===== config.mk =====
export PLATFORM = sky130hd
export DESIGN_NAME = regfile_write_arbiter
export DESIGN_NICKNAME = d
export VERILOG_FILES = /design/src/rtl/regfile_write_arbiter.sv
export SDC_FILE = /design/constraint.sdc
export NUM_CORES = 1
export LEC_CHECK = 0
export ABC_AREA = 1
export BUFFER_PORTS_ARGS = -buffer_cell sky130_fd_sc_hd__buf_2
export CORE_ASPECT_RATIO = 1.25
export CORE_MARGIN = 2
export CORE_UTILIZATION = 52
export CTS_CLUSTER_SIZE = 24
export DETAILED_ROUTE_END_ITERATION = 8
export PLACE_DENSITY_LB_ADDON = 0.05
export SYNTH_ARGS = -nofsm -noshare
export SYNTH_HDL_FRONTEND = slang
export SYNTH_SLANG_ARGS = --single-unit

===== constraint.sdc =====
create_clock -name Clk -period 3.6 [get_ports Clk]
set_clock_uncertainty 0.15 [all_clocks]
set_input_delay 0.18 -clock Clk [delete_from_list [all_inputs] [get_ports Clk]]
set_output_delay 0.18 -clock Clk [all_outputs]
set_load 0.02 [all_outputs]

===== src/rtl/regfile_write_arbiter.sv =====
// Write-port sequencer for the register file: zero-sweeps every register after reset
// or on ClearReq, then round-robin arbitrates ALU, load-return and LUT writes.
`timescale 1ns/1ps
module regfile_write_arbiter #(
    parameter int unsigned W = 8,
    parameter int unsigned A = 3
) (
    input  logic         Clk,
    input  logic         Reset,
    input  logic         ClearReq,
    input  logic         AluReq,
    input  logic [A-1:0] AluAddr,
    input  logic [W-1:0] AluData,
    output logic         AluGnt,
    input  logic         MemReq,
    input  logic [A-1:0] MemAddr,
    input  logic [W-1:0] MemData,
    output logic         MemGnt,
    input  logic         LutReq,
    input  logic [W-1:0] LutData,
    output logic         LutGnt,
    output logic         WriteEn,
    output logic [A-1:0] Waddr,
    output logic [W-1:0] DataIn,
    output logic         Busy,
    output logic [7:0]   StallCnt
);

    localparam int unsigned   SW        = 8;
    localparam logic [A-1:0]  LAST_ADDR = '1;
    localparam logic [SW-1:0] STALL_MAX = '1;

    typedef enum logic {ST_CLEAR, ST_RUN} state_e;

    state_e        state_q, state_d;
    logic [A-1:0]  cnt_q, cnt_d;
    logic [1:0]    ptr_q, ptr_d;
    logic          we_q, we_d;
    logic [A-1:0]  waddr_q, waddr_d;
    logic [W-1:0]  data_q, data_d;
    logic [SW-1:0] stall_q, stall_d;
    logic [2:0]    req_c, gnt_c;

    assign req_c = {LutReq, MemReq, AluReq};

    // Round-robin grant, searched from the pointer; bit 0 = ALU, 1 = MEM, 2 = LUT
    always_comb begin
        gnt_c = '0;
        if (state_q == ST_RUN && !ClearReq) begin
            case (ptr_q)
                2'd1: begin
                    if (MemReq)      gnt_c[1] = 1'b1;
                    else if (LutReq) gnt_c[2] = 1'b1;
                    else if (AluReq) gnt_c[0] = 1'b1;
                end
                2'd2: begin
                    if (LutReq)      gnt_c[2] = 1'b1;
                    else if (AluReq) gnt_c[0] = 1'b1;
                    else if (MemReq) gnt_c[1] = 1'b1;
                end
                default: begin
                    if (AluReq)      gnt_c[0] = 1'b1;
                    else if (MemReq) gnt_c[1] = 1'b1;
                    else if (LutReq) gnt_c[2] = 1'b1;
                end
            endcase
        end
    end

    always_comb begin
        state_d = state_q;
        cnt_d   = cnt_q;
        ptr_d   = ptr_q;
        we_d    = 1'b0;
        waddr_d = waddr_q;
        data_d  = data_q;
        stall_d = stall_q;

        if ((|(req_c & ~gnt_c)) && stall_q != STALL_MAX) begin
            stall_d = stall_q + SW'(1);
        end

        case (state_q)
            ST_CLEAR: begin
                we_d    = 1'b1;
                waddr_d = cnt_q;
                data_d  = '0;
                cnt_d   = cnt_q + A'(1);
                if (cnt_q == LAST_ADDR) begin
                    state_d = ST_RUN;
                end
            end
            default: begin
                if (ClearReq) begin
                    state_d = ST_CLEAR;
                    cnt_d   = '0;
                end else if (gnt_c[0]) begin
                    we_d    = 1'b1;
                    waddr_d = AluAddr;
                    data_d  = AluData;
                    ptr_d   = 2'd1;
                end else if (gnt_c[1]) begin
                    we_d    = 1'b1;
                    waddr_d = MemAddr;
                    data_d  = MemData;
                    ptr_d   = 2'd2;
                end else if (gnt_c[2]) begin
                    we_d    = 1'b1;
                    waddr_d = LAST_ADDR;
                    data_d  = LutData;
                    ptr_d   = 2'd0;
                end
            end
        endcase
    end

    always_ff @(posedge Clk or negedge Reset) begin
        if (!Reset) begin
            state_q <= ST_CLEAR;
            cnt_q   <= '0;
            ptr_q   <= '0;
            we_q    <= 1'b0;
            waddr_q <= '0;
            data_q  <= '0;
            stall_q <= '0;
        end else begin
            state_q <= state_d;
            cnt_q   <= cnt_d;
            ptr_q   <= ptr_d;
            we_q    <= we_d;
            waddr_q <= waddr_d;
            data_q  <= data_d;
            stall_q <= stall_d;
        end
    end

    assign AluGnt   = gnt_c[0];
    assign MemGnt   = gnt_c[1];
    assign LutGnt   = gnt_c[2];
    assign Busy     = (state_q == ST_CLEAR);
    assign WriteEn  = we_q;
    assign Waddr    = waddr_q;
    assign DataIn   = data_q;
    assign StallCnt = stall_q;

endmodule


==> metrics.txt <==
FMAX=424 MHz; Seq/Total Area, Yosys=41.1%; VDD IR-drop max=0.442 mV; Fillers=287; ranking of synthesized cells by area=dfrtp_1 (41%), nand2_1 (17%), nand3_1 (12%); crit path kind=reg -> out; Post-layout nets=311; post-synth top area share=41.1%; Pwr Total=1.36 mW; Pwr Density=686 nW/um^2; initial core utilization=54.2%; most frequent cells after synthesis=nand2_1 (73), nand3_1 (39), dfrtp_1 (26); Area after DPL=1890 sq um; CP Data Required Time=3.27 ns; n_diodes=0; crit path DAT=2.03 ns; final core occ=68.1%; Sink Count=26; Num CTS Buffers=3; #FFs+latches synth=26; Ports=60; Max transition margin=61.2%; initial antenna violation count=0; Startpoint Class=flop; clk root buf=clkbuf_4; DRT antenna net count=0; die area=3500 sq um; period utilization=65.5%; gp weighted congestion=0.835; Synth Warn #=0; first-pass GRT wire length=6.29 mm; Max clock buf depth=2; CP Capture Type=primary output; Critical-path top delay cell=dfrtp_1; top-count cell post-synth=nand2_1; post-cts sizing count=0; worst-path fanout max=23; via count=1589; syn_nets=248; Layout area overhead=25.5%; number of max-cap violations=0; Cells after DPL=297; CTS tree=done; EDFF count, synth=0; unrepaired setup endpoints after global routing=false; status=completed; dpl hpwl=2.88 mm; share of layout cells above drive strength 1=30.1%; P_leak=1.17 nW; final WL=3.80 mm; setup_tns=0 ns; Tot GR Track Use=24.2%; Final Max Tran Viols=0; Skew-Pair Late Insertion Delay=0.33 ns; drt wl/cell=12.5 um; total grt overflow=0; Netlist cell types=24; Port Buffers=59; 1st-iter DRT viols=41; Syn Area/Cell=7.65 sq um; Worst-path clk slew=0.15 ns; die width=53.3 um; H-tree levels=1; vias per cell=5.21; drc violations=0; Post-synth ARST share=100%; drt pass-1 iters=5; post-route insts no fill=305; Worst Tran Pin Value=0.582 ns; Post-Synthesis Cells=207; site row count=22; setup violators final=0; max incr delay on CP=0.38 ns; number of global-route vias before repair=1449; Cell Area, Synth=1580 sq um; Yosys top cell by area=dfrtp_1; Die Y=65.7 um; worst min-delay path category=in -> reg; cell mode on critical path=nor2_1; core region area=2920 sq um; min cycle time layout=2.36 ns; pin count of the biggest net entering global routing=27; CP cell instances=inv_1, ha_1, nor2_1, nor2_1, nand2_2, inv_2, buf_2; hold violation count in the final report=0; Most used DFF post-synth=dfrtp_1; final instance area=1990 sq um
[cells by family (layout without fill, tap and decap cells)]
| group | after synthesis | after routing | share of synthesized area [%] |
|---|---|---|---|
| fa+ha+maj | 5 | 5 | 3.95 |
| flops | 26 | 26 | 41.1 |
| compound gates | 4 | 4 | 1.34 |
| simple gates | 142 | 142 | 43.9 |
| xor+xnor | 6 | 6 | 3.32 |
| buf+inv | 24 | 86 | 6.40 |
[critical path, delay by kind of cell (launching register included)]
kind	cells	cell delay [ns]
fa+ha+maj	1	0.31
buf+inv	3	0.56
flops	1	0.38
simple gates	3	0.44
[power breakdown]
| group | leakage [nW] | total, mW | internal (mW) | switching, mW |
|---|---|---|---|---|
| clock network | 0.0279 | 0.202 | 0.113 | 0.0898 |
| registers | 0.331 | 0.492 | 0.398 | 0.0933 |
| logic | 0.812 | 0.669 | 0.239 | 0.430 |
[flip-flops by register name, indices dropped and copies added (netlist names)]
name	count
cnt_q	3
WriteEn	1
state_q	1
Waddr	3
DataIn	8
ptr_q	2
StallCnt	8
[layout make-up]
type / count / area [sq um] / share of cell area, %
Inverter: 19 / 71.3 / 3.59
Tap cell: 36 / 45.0 / 2.27
Multi-Input combinational cell: 157 / 831 / 41.8
Clock inverter: 1 / 30.0 / 1.51
Clock buffer: 3 / 22.5 / 1.13
Timing Repair Buffer: 63 / 335 / 16.9
Sequential cell: 26 / 651 / 32.8
[layout by cell type (no fill, tap or decap), types with 2 or more instances in the layout]
cell type,instances
nor2_1,5
nand2_1,73
or2_0,2
dfrtp_1,26
inv_2,4
nand3_1,39
nand3_2,2
buf_2,59
nand2_2,5
dlygate4sd3_1,4
nor2_2,2
xor2_1,3
ha_1,5
nand2_4,2
inv_1,14
o21ai_0,3
nand4_1,8
xnor2_1,3
clkbuf_4,3
[timing repair]
action	CTS	global route
hold buffers	4	0
hold endpoints to repair	30	0
endpoints found under the setup margin	0	0
buffers inserted	0	0
[worst paths after layout]
check                            from   endpoint  slack [ns]  cells after the start
max                          ptr_q[0]     AluGnt        1.24                      7
max reg2reg                  ptr_q[0]   Waddr[1]        1.31                      8
min reg2reg                 DataIn[5]  DataIn[5]        0.35                      2
min                        AluData[1]  DataIn[1]       0.004                      5
max in group asynchronous       Reset   Waddr[1]        2.69                      2
min in group asynchronous       Reset  DataIn[6]        0.22                      2
[layer usage]
layer,track usage (%),vias up,routed length [um]
met1,29.8,729,1580
met5,0,-,0
met4,10.9,0,87
li1,-,801,-
met3,3.41,8,193
met2,40.9,51,1940
[through the flow]
step                hold WS, ns  setup slack [ns]
floorplan                -0.266              1.84
global placement         0.0649              1.43
detailed placement       0.0627              1.35
CTS                     0.00224              1.26
global route            0.00622              1.09
finish                  0.00356              1.24
(Power assumes the default switching activity.)
